--- config.mk ---
export PLATFORM = sky130hd
export DESIGN_NAME = main_memory_responder
export DESIGN_NICKNAME = d
export VERILOG_FILES = /design/src/rtl/cache_mem_pkg.sv /design/src/rtl/mem_array_1rw.sv /design/src/rtl/main_memory_responder.sv
export SDC_FILE = /design/constraint.sdc
export NUM_CORES = 1
export LEC_CHECK = 0
export ABC_AREA = 1
export ABC_CLOCK_PERIOD_IN_PS = 1400
export CAP_MARGIN = 10
export CELL_PAD_IN_SITES_DETAIL_PLACEMENT = 1
export CELL_PAD_IN_SITES_GLOBAL_PLACEMENT = 1
export CORE_MARGIN = 10
export CORE_UTILIZATION = 30
export CTS_CLUSTER_SIZE = 10
export DETAILED_ROUTE_END_ITERATION = 7
export PLACE_DENSITY = 0.77
export REMOVE_ABC_BUFFERS = 1
export SYNTH_ARGS = -nofsm -noshare
export SYNTH_HDL_FRONTEND = slang
export SYNTH_SLANG_ARGS = --single-unit
--- constraint.sdc ---
create_clock -name clk -period 1.4 [get_ports clk]
set_input_delay 0.42 -clock clk [delete_from_list [all_inputs] [get_ports clk]]
set_output_delay 0.42 -clock clk [all_outputs]
set_load 0.05 [all_outputs]
--- src/rtl/cache_mem_pkg.sv ---
// Shared definitions for the cache hierarchy backing memory: FSM encodings,
// the memory init pattern base and small elaboration-time helpers.
package cache_mem_pkg;

  typedef enum logic [1:0] {
    IDLE  = 2'd0,
    WAIT  = 2'd1,
    BURST = 2'd2,
    WRITE = 2'd3
  } state_e;

  localparam logic [31:0] MEM_INIT_BASE = 32'hCAFE_0000;

  // Ceiling log2 for elaboration-time sizing.
  function automatic int clog2(input int n);
    int r;
    r = 0;
    for (int i = 0; i < 31; i++)
      if ((1 << i) < n) r = i + 1;
    return r;
  endfunction

  // Counter width that stays at least one bit wide.
  function automatic int cnt_width(input int n);
    return (clog2(n) > 0) ? clog2(n) : 1;
  endfunction

  // Number of data beats that make up one line.
  function automatic int calc_beats(input int block_size, input int data_width);
    return block_size * 8 / data_width;
  endfunction

endpackage

--- src/rtl/mem_array_1rw.sv ---
// Single-port word array with combinational read. Every word powers up as
// MEM_INIT_BASE + word index. With MEM_WRITE_EN defined a synchronous write
// port is added; otherwise the contents are constant.
module mem_array_1rw
  import cache_mem_pkg::*;
#(
  parameter int DATA_WIDTH = 32,
  parameter int ADDR_BITS  = 9
) (
`ifdef MEM_WRITE_EN
  input  logic                  clk,
  input  logic                  we,
  input  logic [DATA_WIDTH-1:0] wdata,
`endif
  input  logic [ADDR_BITS-1:0]  addr,
  output logic [DATA_WIDTH-1:0] rdata
);

  logic [DATA_WIDTH-1:0] init_word;

  // Initial content of the addressed word, truncated to the word width.
  always_comb begin
    init_word = DATA_WIDTH'(MEM_INIT_BASE) + DATA_WIDTH'(addr);
  end

`ifdef MEM_WRITE_EN
  localparam int MEM_WORDS = 1 << ADDR_BITS;

  // Storage holds the XOR difference from the init pattern, so an all-zero
  // power-up state reads back as the pattern without any load sequence.
  logic [DATA_WIDTH-1:0] delta [MEM_WORDS] = '{default: '0};

  // Synchronous write; the array is deliberately untouched by reset.
  always_ff @(posedge clk) begin
    if (we) delta[addr] <= wdata ^ init_word;
  end

  assign rdata = init_word ^ delta[addr];
`else
  assign rdata = init_word;
`endif

endmodule

--- src/rtl/main_memory_responder.sv ---
// Backing-memory responder for L2 line fills. Accepts one line request,
// waits LATENCY cycles, then streams the line as BEATS words with a last
// marker. Optional feature macro: MEM_WRITE_EN (single-word writes with a
// one-cycle wr_done acknowledge).
module main_memory_responder
  import cache_mem_pkg::*;
#(
  parameter int ADDR_WIDTH = 11,
  parameter int DATA_WIDTH = 32,
  parameter int BLOCK_SIZE = 32,
  parameter int LATENCY    = 8
) (
  input  logic                  clk,
  input  logic                  rst,
  input  logic                  req_valid,
  output logic                  req_ready,
  input  logic [ADDR_WIDTH-1:0] req_addr,
`ifdef MEM_WRITE_EN
  input  logic                  req_we,
  input  logic [DATA_WIDTH-1:0] req_wdata,
  output logic                  wr_done,
`endif
  output logic                  resp_valid,
  input  logic                  resp_ready,
  output logic [DATA_WIDTH-1:0] resp_data,
  output logic                  resp_last,
  output logic                  busy
);

  localparam int BYTE_W = clog2(DATA_WIDTH / 8);
  localparam int OFF_W  = clog2(BLOCK_SIZE);
  localparam int BEATS  = calc_beats(BLOCK_SIZE, DATA_WIDTH);
  localparam int LB     = clog2(BEATS);
  localparam int BW     = cnt_width(BEATS);
  localparam int LAT_W  = cnt_width(LATENCY);
  localparam int WAW    = ADDR_WIDTH - BYTE_W;
  localparam int LW     = ADDR_WIDTH - OFF_W;

  state_e                state;
  logic [LW-1:0]         line_q;
  logic [LAT_W-1:0]      lat_cnt;
  logic [BW-1:0]         beat_cnt;
  logic [BW-1:0]         rd_beat;
  logic [WAW-1:0]        rd_word;
  logic [WAW-1:0]        mem_addr;
  logic [DATA_WIDTH-1:0] mem_rdata;
  logic                  addr_unused;

  // Offset bits inside a line never select anything.
  assign addr_unused = ^req_addr[OFF_W-1:0];

  // Beat to be loaded into resp_data at the next edge: first beat when
  // leaving WAIT, the following beat while bursting.
  always_comb begin
    rd_beat = (state == BURST) ? beat_cnt + BW'(1) : '0;
    rd_word = (WAW'(line_q) << LB) | WAW'(rd_beat);
  end

`ifdef MEM_WRITE_EN
  logic                  is_wr_q;
  logic [WAW-1:0]        wa_q;
  logic [DATA_WIDTH-1:0] wdata_q;
  logic                  mem_we;

  assign mem_we   = (state == WAIT) && is_wr_q && (lat_cnt == '0);
  assign mem_addr = ((state == WAIT) && is_wr_q) ? wa_q : rd_word;

  mem_array_1rw #(.DATA_WIDTH(DATA_WIDTH), .ADDR_BITS(WAW)) u_mem (
    .clk   (clk),
    .we    (mem_we),
    .wdata (wdata_q),
    .addr  (mem_addr),
    .rdata (mem_rdata)
  );
`else
  assign mem_addr = rd_word;

  mem_array_1rw #(.DATA_WIDTH(DATA_WIDTH), .ADDR_BITS(WAW)) u_mem (
    .addr  (mem_addr),
    .rdata (mem_rdata)
  );
`endif

  // Request/latency/burst FSM with all handshake outputs registered.
  always_ff @(posedge clk) begin
    if (!rst) begin
      state      <= IDLE;
      req_ready  <= 1'b1;
      resp_valid <= 1'b0;
      resp_data  <= '0;
      resp_last  <= 1'b0;
      busy       <= 1'b0;
      line_q     <= '0;
      lat_cnt    <= '0;
      beat_cnt   <= '0;
`ifdef MEM_WRITE_EN
      wr_done    <= 1'b0;
      is_wr_q    <= 1'b0;
      wa_q       <= '0;
      wdata_q    <= '0;
`endif
    end else begin
      case (state)
        IDLE: begin
          if (req_valid && req_ready) begin
            line_q    <= req_addr[ADDR_WIDTH-1:OFF_W];
            lat_cnt   <= LAT_W'(LATENCY - 1);
            state     <= WAIT;
            req_ready <= 1'b0;
            busy      <= 1'b1;
`ifdef MEM_WRITE_EN
            is_wr_q   <= req_we;
            wa_q      <= req_addr[ADDR_WIDTH-1:BYTE_W];
            wdata_q   <= req_wdata;
`endif
          end
        end
        WAIT: begin
          if (lat_cnt == '0) begin
`ifdef MEM_WRITE_EN
            if (is_wr_q) begin
              state   <= WRITE;
              wr_done <= 1'b1;
            end else begin
              state      <= BURST;
              resp_valid <= 1'b1;
              resp_data  <= mem_rdata;
              resp_last  <= (rd_beat == BW'(BEATS - 1));
              beat_cnt   <= '0;
            end
`else
            state      <= BURST;
            resp_valid <= 1'b1;
            resp_data  <= mem_rdata;
            resp_last  <= (rd_beat == BW'(BEATS - 1));
            beat_cnt   <= '0;
`endif
          end else begin
            lat_cnt <= lat_cnt - LAT_W'(1);
          end
        end
        BURST: begin
          if (resp_ready) begin
            if (resp_last) begin
              state      <= IDLE;
              resp_valid <= 1'b0;
              resp_last  <= 1'b0;
              resp_data  <= '0;
              req_ready  <= 1'b1;
              busy       <= 1'b0;
            end else begin
              beat_cnt  <= rd_beat;
              resp_data <= mem_rdata;
              resp_last <= (rd_beat == BW'(BEATS - 1));
            end
          end
        end
        WRITE: begin
          state     <= IDLE;
          req_ready <= 1'b1;
          busy      <= 1'b0;
`ifdef MEM_WRITE_EN
          wr_done   <= 1'b0;
`endif
        end
        default: state <= IDLE;
      endcase
    end
  end

endmodule

==> flow_summary.json, run 1 <==
{
  "instances_no_fill": 260,
  "grt_pass1_vias": 1295,
  "post_route_cells_drive_above_1_share_pct": 30.3,
  "yosysWarnings": 0,
  "worstSetupPathType": "reg2out",
  "final_antenna_net_count": 0,
  "avgSynthCellArea_um2": 7.69,
  "worstPathRequired_ns": 0.98,
  "finalWirelength_um": 3520,
  "htreeDepth": 1,
  "yosysSeqAreaShare_pct": 41.9,
  "area_growth_pct": 53.5,
  "end_kind": "output pin",
  "synth.distinct_cells": 19,
  "slew_violations": 0,
  "ys_seq_elements": 28,
  "cp_num_buf_inv": 2,
  "period_minus_slack_ns": 1.39,
  "synth_cells": 174,
  "utilization_pct": 47.5,
  "syn_area_um2": 1340,
  "ff2ff_path_depth": 8,
  "die_area_um2": 7530,
  "leakagePower_uw": 0.000824,
  "drc_errors": 0,
  "max_freq_mhz": 720,
  "coreArea_um2": 4320,
  "p_per_area_nw_per_um2": 1870,
  "clk_latency_ns": 0.28,
  "io_buffers": 33,
  "num_vias": 1203,
  "cts_hold_buffers": 0,
  "rsz0062_at_grt": "yes",
  "final_common_cell": "dfxtp_1",
  "cts-root-buf": "clkbuf_8",
  "fin_nets": 227,
  "post-place-ws_ns": -0.205,
  "rows": 24,
  "path_depth": 2,
  "place.gp.congestion": 0.808,
  "fin_ws_ns": 0.0116,
  "dieWidth_um": 86.8,
  "place_area_um2": 1920,
  "finalSetupViolations": 0,
  "max-cap-violations": 0,
  "crit_path_top_delay_cell": "dfxtp_4",
  "initial_utilization_pct": 30.9,
  "start_kind": "flop",
  "cts_tree": "yes",
  "worstPathArrival_ns": 0.97,
  "grt_max_degree": 17,
  "dpl.cell_count": 255,
  "grt_overflow": 0,
  "drtIter0Drc": 40,
  "most-common-layout-cells": "dfxtp_1, nand3_1, buf_12",
  "clkSlewWorstSetupHoldPaths_ns": 0.10,
  "outcome": "complete, no violations",
  "path_cells": "clkbuf_16 > buf_12",
  "grt_use_total_pct": 9.10,
  "cpPeakStageDelay_ns": 0.38,
  "cts_setup_buffers": 0,
  "hold_path.class": "reg2reg",
  "clock_skew_ns": 0.00719,
  "hold_violations": 0,
  "grt_pass1_wl_um": 5630,
  "place_hpwl_um": 2840,
  "synth.area.top_cells": "dfxtp_1, buf_4, nand3_1, a21oi_1, nor2_1",
  "cts_buffers": 3,
  "yosysTopAreaCell": "dfxtp_1",
  "crit_fanout": 5,
  "num_antenna_cells": 0,
  "vdd_drop_max_v": 0.000668,
  "ios": 51,
  "grt_antenna_before_repair": 0,
  "via_per_inst": 4.63,
  "drtPass1Iterations": 3,
  "period_share_pct": 99.2,
  "avgRoutedWirePerCell_um": 13.5,
  "clockBufferDepth": 2,
  "hold-path-cell-count": 2,
  "cts_sinks": 28,
  "die_h_um": 86.8,
  "synth_top_area_share_pct": 41.9,
  "design_area_um2": 2050,
  "critPathTopFamily": "flip-flops",
  "power_uw": 3850
}
per-stage QoR:
step	TNS, ns	hold slack [ns]
after floorplan	-34.24	0.452
after global placement	-2.66	0.466
after detailed placement	-3.33	0.475
after CTS	-0.131	0.492
after global routing	-0.265	0.498
final	0	0.469
tightest hold or removal path, stage by stage (launching register included):
cell and delay, ns:
dfxtp_1 0.32, inv_2 0.06, a21oi_1 0.05
registers in the layout (all words and copies together) (netlist names):
signal / count
state: 2
lat_cnt: 3
beat_cnt: 3
line_q: 6
resp_data: 10
req_ready: 1
resp_last: 1
busy: 1
resp_valid: 1
cell usage after synthesis, drive strengths merged:
cell type	instances
dfxtp	28
buf	26
nand3	25
nand2	24
nor2	21
a21oi	20
o21ai	12
inv	11
ha	3
clkbuf	1
clkinv	1
conb	1
or2	1
logic make-up (layout without fill, tap and decap cells):
| group | after synthesis | in the layout | share of synthesized area, % |
|---|---|---|---|
| adder cells (fa/ha/maj) | 3 | 3 | 2.81 |
| buffers and inverters | 39 | 62 | 18.0 |
| flip-flops | 28 | 28 | 41.9 |
| other | 1 | 12 | 0.280 |
| AND/OR/NAND/NOR | 71 | 71 | 23.9 |
| AO/OA/AOI/OAI | 32 | 32 | 13.1 |
routing by layer:
metal	wire length [µm]	vias up	global-route usage [%]
met5	0	-	0
met4	47	0	3.68
met2	1830	34	16.4
met3	215	5	3.47
met1	1430	566	9.16
li1	-	598	-
worst paths after layout:
kind | start | endpoint | slack (ns)
worst min-delay path | lat_cnt[1]$_SDFFE_PN0P_ | lat_cnt[1]$_SDFFE_PN0P_ | 0.47
worst min register to register | lat_cnt[1]$_SDFFE_PN0P_ | lat_cnt[1]$_SDFFE_PN0P_ | 0.47
worst max-delay path | resp_data[30]$_SDFFE_PN0P_ | resp_data[19] | 0.01
worst max register to register | lat_cnt[0]$_SDFFE_PN0P_ | resp_data[3]$_SDFFE_PN0P_ | 0.08
power breakdown:
part           total [µW]  internal [µW]  switching (µW)
Combinational        2110            924            1180
Clock                 643            383             259
Sequential           1100            956             142
timing repair:
action,CTS,global route
cloned,0,1
pin swaps,0,2
endpoints found under the setup margin,12,28
endpoints found under the hold margin,0,0
resized for setup,2,12
final cells by class:
cell class | instances | area, µm²
flip-flops and latches | 28 | 566
clock inverters | 1 | 30.0
multi-input cells | 118 | 601
repair buffers | 46 | 706
well taps | 52 | 65.1
inverters | 12 | 45.0
clock buffers | 3 | 41.3
fillers | 504 | 2270
(Power assumes the default switching activity.)
==> run 2, diff against run 1 <==
--- a/config.mk
+++ b/config.mk
@@ -10,7 +10,7 @@
 export CAP_MARGIN = 10
 export CELL_PAD_IN_SITES_DETAIL_PLACEMENT = 1
 export CELL_PAD_IN_SITES_GLOBAL_PLACEMENT = 1
-export CORE_MARGIN = 10
+export CORE_MARGIN = 2
 export CORE_UTILIZATION = 30
 export CTS_CLUSTER_SIZE = 10
 export DETAILED_ROUTE_END_ITERATION = 7
==> run 2 against run 1 <==
Against the previous run: sequential power hardly changed; largest power group unchanged; worst hold slack better by 0.015 ns; critical endpoint is now resp_data[22]; clock power is 0.8% higher; fmax hardly changed; highest routed layer unchanged; combinational power is 3% higher; flip-flop and latch count stayed put; sequential share of layout area is 0.51 points lower.
==> flow_summary.json, run 2 (synthesis results as in run 1) <==
{
  "startpoint": "resp_data[30]$_SDFFE_PN0P_",
  "worstPathArrival_ns": 0.97,
  "fin_nets": 230,
  "finalWirelength_um": 3130,
  "dpl.cell_count": 257,
  "period_share_pct": 99.2,
  "nFillCells": 500,
  "grt_max_degree": 20,
  "r2r_setup_slack_ns": 0.09,
  "ios": 51,
  "num_vias": 1205,
  "seqPwrFrac_pct": 28.2,
  "r2r_end": "lat_cnt[2]$_SDFFE_PN0P_",
  "clkSlewWorstSetupHoldPaths_ns": 0.10,
  "path_depth": 2,
  "worstSetupPathType": "reg2out",
  "die_area_um2": 5010,
  "ff2ff_path_depth": 8,
  "grt_antenna_before_repair": 0,
  "max-cap-violations": 0,
  "finalSetupViolations": 0,
  "crit_end": "resp_data[22]",
  "top_register": "resp_data",
  "start_kind": "flop",
  "clk_latency_ns": 0.28,
  "path_cells": "clkbuf_16 > buf_12",
  "htreeDepth": 1,
  "post_route_cells_drive_above_1_share_pct": 32.7,
  "final_common_cell": "buf_12",
  "place.gp.congestion": 0.719,
  "area_growth_pct": 57.4,
  "place_hpwl_um": 2340,
  "final_antenna_net_count": 0,
  "fin_ws_ns": 0.0105,
  "largest_reg_flops": 10,
  "cts_buffers": 3,
  "multi_input_area_um2": 612,
  "hold-path-cell-count": 2,
  "most-common-layout-cells": "buf_12, nand3_1, dfxtp_1",
  "drtIter0Drc": 12,
  "cts_sinks": 28,
  "post-place-ws_ns": -0.225,
  "grt_pass1_vias": 1150,
  "dieWidth_um": 70.8,
  "cpPeakStageDelay_ns": 0.38,
  "clock_skew_ns": 0.00261,
  "top_regs": "resp_data x10, line_q x6",
  "num_antenna_cells": 0,
  "rsz0062_at_grt": "yes",
  "avgRoutedWirePerCell_um": 11.9,
  "drc_errors": 0,
  "via_per_inst": 4.58,
  "die_h_um": 70.8,
  "crit_path_top_delay_cell": "dfxtp_4",
  "seq_area_um2": 569,
  "rows": 24,
  "hold_violations": 0,
  "end_kind": "output pin",
  "vdd_drop_max_v": 0.000749,
  "hold_path.class": "reg2reg",
  "clockBufferDepth": 2,
  "fin_setup_tns_ns": 0,
  "switchingPower_uw": 1620,
  "drtPass1Iterations": 4,
  "max_freq_mhz": 720,
  "r2r_start": "lat_cnt[1]$_SDFFE_PN0P_",
  "cts_tree": "yes",
  "crit_fanout": 5,
  "grt_use_total_pct": 12.8,
  "p_per_area_nw_per_um2": 1870,
  "outcome": "complete, no violations",
  "io_buffers": 33,
  "cts-root-buf": "clkbuf_8",
  "p_comb_share_pct": 55.3,
  "initial_utilization_pct": 30.9,
  "utilization_pct": 48.7,
  "slew_violations": 0,
  "p_clk_share_pct": 16.5,
  "critPathTopFamily": "flip-flops",
  "worstPathRequired_ns": 0.98,
  "leakagePower_uw": 0.000846,
  "instances_no_fill": 263,
  "p_int_uw": 2320,
  "cp_num_buf_inv": 2,
  "period_minus_slack_ns": 1.39,
  "p_sw_share_pct": 41.1,
  "coreArea_um2": 4320,
  "grt_overflow": 0,
  "grt_pass1_wl_um": 5140
}
run 2: worst register-to-register path: stages, from the launching register on:
cell and delay (ns):
dfxtp_2 0.33, inv_2 0.08, ha_4 0.12, inv_1 0.05, nor2_2 0.11, nand2_2 0.11
nand3_1 0.19, nand2_1 0.10, a21oi_1 0.16
run 2: how the worst min path moves through the flow:
stage / start / end / slack [ns]
global placement: beat_cnt[1]$_SDFFE_PN0P_ / beat_cnt[1]$_SDFFE_PN0P_ / 0.46
CTS: beat_cnt[1]$_SDFFE_PN0P_ / beat_cnt[1]$_SDFFE_PN0P_ / 0.49
global route: line_q[0]$_SDFFE_PN0P_ / resp_data[3]$_SDFFE_PN0P_ / 0.51
floorplan: beat_cnt[1]$_SDFFE_PN0P_ / beat_cnt[1]$_SDFFE_PN0P_ / 0.45
finish: line_q[2]$_SDFFE_PN0P_ / resp_data[5]$_SDFFE_PN0P_ / 0.48
detailed placement: line_q[3]$_SDFFE_PN0P_ / resp_data[6]$_SDFFE_PN0P_ / 0.47
run 2: what timing repair did:
action / CTS / global route
gates resized for setup: 2 / 17
hold buffers: 0 / 0
endpoints found under the setup margin: 14 / 28
pin swaps: 0 / 4
gates cloned: 0 / 1
endpoints found under the hold margin: 0 / 0
setup buffers: 0 / 1
run 2: power groups by stage:
stage,registers (µW),clock network (µW),logic (µW)
final,1110,648,2180
after global routing,1130,695,2320
after CTS,1080,663,2070
after detailed placement,1090,0,2040
after global placement,1090,0,2000
after floorplan,1420,0,541
run 2: routing by layer:
layer / GRT usage, % / routed length (µm) / share of wire (%) / up-vias
li1: - / - / - / 607
met1: 14.8 / 1310 / 42 / 560
met2: 22.9 / 1620 / 52 / 33
met3: 2.71 / 149 / 4.8 / 5
met4: 5.03 / 46 / 1.5 / 0
met5: 0 / 0 / 0 / -
run 2: layout make-up:
class | instances | area share (%)
clock buffer | 3 | 1.96
clock inverter | 1 | 1.43
inverter | 12 | 2.26
multi-input combinational | 118 | 29.1
sequential | 28 | 27.0
tap | 52 | 3.09
timing repair buffer | 49 | 35.2
run 2: stage by stage:
stage	total power, µW	instance area (µm²)	hold WS, ns
3_3_place_gp	3080	1950	0.463
2_1_floorplan	1960	1180	0.452
4_1_cts	3810	2030	0.489
3_5_place_dp	3140	1950	0.475
6_report	3940	2110	0.484
5_1_grt	4150	2110	0.506
==> run 3, diff against run 2 <==
--- a/config.mk
+++ b/config.mk
@@ -11,10 +11,11 @@
 export CELL_PAD_IN_SITES_DETAIL_PLACEMENT = 1
 export CELL_PAD_IN_SITES_GLOBAL_PLACEMENT = 1
 export CORE_MARGIN = 2
-export CORE_UTILIZATION = 30
+export CORE_UTILIZATION = 31
+export CTS_BUF_LIST = sky130_fd_sc_hd__clkbuf_4
 export CTS_CLUSTER_SIZE = 10
 export DETAILED_ROUTE_END_ITERATION = 7
-export PLACE_DENSITY = 0.77
+export PLACE_DENSITY = 0.79
 export REMOVE_ABC_BUFFERS = 1
 export SYNTH_ARGS = -nofsm -noshare
 export SYNTH_HDL_FRONTEND = slang
==> run 3 against run 2 <==
Against the previous run: the run now ends with setup timing left; non-clock buffer count unchanged; worst hold slack better by 0.00058 ns; register-to-register slack worse by 0.13 ns; first-iteration DRC count grew to 3.4 times the previous value; global-route usage rose by 1.3 points; count of clock-buffer cells in the layout unchanged; largest cell class unchanged.
==> flow_summary.json, run 3 (synthesis results as in run 1) <==
{
  "post_route_cells_drive_above_1_share_pct": 39.8,
  "max_freq_mhz": 683,
  "worstSetupPathType": "reg2out",
  "hold_ws_ns": 0.484,
  "io_buffers": 33,
  "final_antenna_net_count": 0,
  "end_kind": "output pin",
  "avgRoutedWirePerCell_um": 15.3,
  "start_kind": "flop",
  "place.gp.congestion": 0.744,
  "largest_reg_flops": 10,
  "grt_pass1_wl_um": 5650,
  "finalSetupViolations": 16,
  "drc_errors": 0,
  "grt_max_degree": 20,
  "post-place-ws_ns": -0.188,
  "die_area_um2": 4860,
  "period_minus_slack_ns": 1.46,
  "clk_latency_ns": 0.33,
  "leakagePower_uw": 0.000847,
  "worstPathRequired_ns": 0.98,
  "htreeDepth": 1,
  "num_antenna_cells": 0,
  "outcome": "finished, violations left",
  "cts_buffers": 3,
  "initial_utilization_pct": 32.7,
  "worstPathArrival_ns": 1.04,
  "clkSlewWorstSetupHoldPaths_ns": 0.16,
  "p_per_area_nw_per_um2": 1780,
  "utilization_pct": 52.5,
  "ios": 51,
  "clock_skew_ns": 0.00619,
  "period_share_pct": 105,
  "place_area_um2": 1940,
  "num_vias": 1249,
  "rsz0062_at_grt": "yes",
  "area_growth_pct": 60.4,
  "grt_pass1_vias": 1222,
  "finalWirelength_um": 4000,
  "drtIter0Drc": 41,
  "top_regs": "resp_data x10, line_q x6",
  "multi_input_area_um2": 664,
  "fin_nets": 230,
  "cp_num_buf_inv": 2,
  "cts_hold_buffers": 0,
  "vdd_drop_max_v": 0.000604,
  "via_per_inst": 4.79,
  "coreArea_um2": 4090,
  "fin_ws_ns": -0.0645,
  "critPathTopFamily": "flip-flops",
  "path_cells": "clkbuf_16 > buf_12",
  "nFillCells": 461,
  "max-cap-violations": 0,
  "slew_violations": 0,
  "most-common-layout-cells": "buf_12, dfxtp_1, nor2_1",
  "grt_antenna_before_repair": 0,
  "failed_checks": "setup timing",
  "grt_use_total_pct": 14.1,
  "dieWidth_um": 69.7,
  "hold_path.class": "reg2reg",
  "crit_fanout": 6,
  "top_register": "resp_data",
  "seq_area_um2": 573,
  "hold_violations": 0,
  "place_hpwl_um": 2560,
  "cpPeakStageDelay_ns": 0.39,
  "drtPass1Iterations": 4,
  "power_uw": 3820,
  "clockBufferDepth": 2,
  "cts_sinks": 28,
  "final_common_cell": "buf_12",
  "crit_path_top_delay_cell": "dfxtp_4",
  "cts_tree": "yes",
  "die_h_um": 69.7,
  "grt_overflow": 0,
  "rows": 23,
  "design_area_um2": 2150,
  "cts-root-buf": "clkbuf_4"
}
==> run 3: cell count changes in the layout (fill, tap and decap cells not counted), moves of 2 or more <==
cell / before / now
a21oi_1: 15 / 11
dfxtp_1: 23 / 20
clkbuf_8: 3 / 0
clkbuf_4: 0 / 3
buf_4: 11 / 9
nand3_2: 1 / 9
nand3_1: 24 / 16
a21oi_2: 5 / 9
dfxtp_2: 4 / 7
==> run 3: layer usage <==
layer / vias up / wire length (µm) / track usage (%)
li1: 609 / - / -
met1: 615 / 1720 / 16.6
met2: 23 / 2160 / 26.3
met3: 2 / 102 / 2.33
met4: 0 / 21 / 3.85
met5: - / 0 / 0
==> run 3: path summary, 6_finish.rpt <==
check	from	endpoint	slack, ns	cells after the start
setup reg to reg	lat_cnt[0]$_SDFFE_PN0P_	resp_last$_SDFFE_PN0P_	-0.04	9
setup / recovery	resp_data[30]$_SDFFE_PN0P_	resp_data[31]	-0.06	2
hold / removal	lat_cnt[1]$_SDFFE_PN0P_	lat_cnt[1]$_SDFFE_PN0P_	0.48	2
hold reg to reg	lat_cnt[1]$_SDFFE_PN0P_	lat_cnt[1]$_SDFFE_PN0P_	0.48	2
==> run 3: worst register-to-register path: stages (launching register included) <==
cell and delay (ns):
dfxtp_2 0.35, inv_2 0.06, ha_2 0.16, inv_1 0.06, nor2_2 0.17, nand2_4 0.10, nand2_4 0.11, buf_4 0.14
nand3_1 0.08, a21oi_1 0.15
==> run 3: what timing repair did <==
item                       CTS  global route
gates cloned                 0             2
buffers inserted             0             4
gates resized for setup      2            32
pin swaps                    0             6
setup endpoints to repair   12            31
==> run 3: layout make-up <==
type	count	area share [%]
multi-input cells	118	31.0
repair buffers	49	36.1
well taps	50	2.92
inverters	12	2.10
clock buffers	3	1.05
clock inverters	1	0.175
flip-flops and latches	28	26.7
==> run 3: metrics by stage <==
| stage | cells | TNS (ns) |
|---|---|---|
| 6_report | 261 | -0.688 |
| 5_1_grt | 261 | -2.15 |
| 4_1_cts | 256 | -0.790 |
| 3_5_place_dp | 252 | -3.27 |
| 3_3_place_gp | 252 | -2.82 |
| 2_1_floorplan | 158 | -34.24 |
==> run 3: power breakdown <==
group	internal, µW	switching, µW	total [µW]
Sequential	964	151	1110
Clock	105	258	362
Combinational	1040	1310	2340
Total	2110	1710	3820
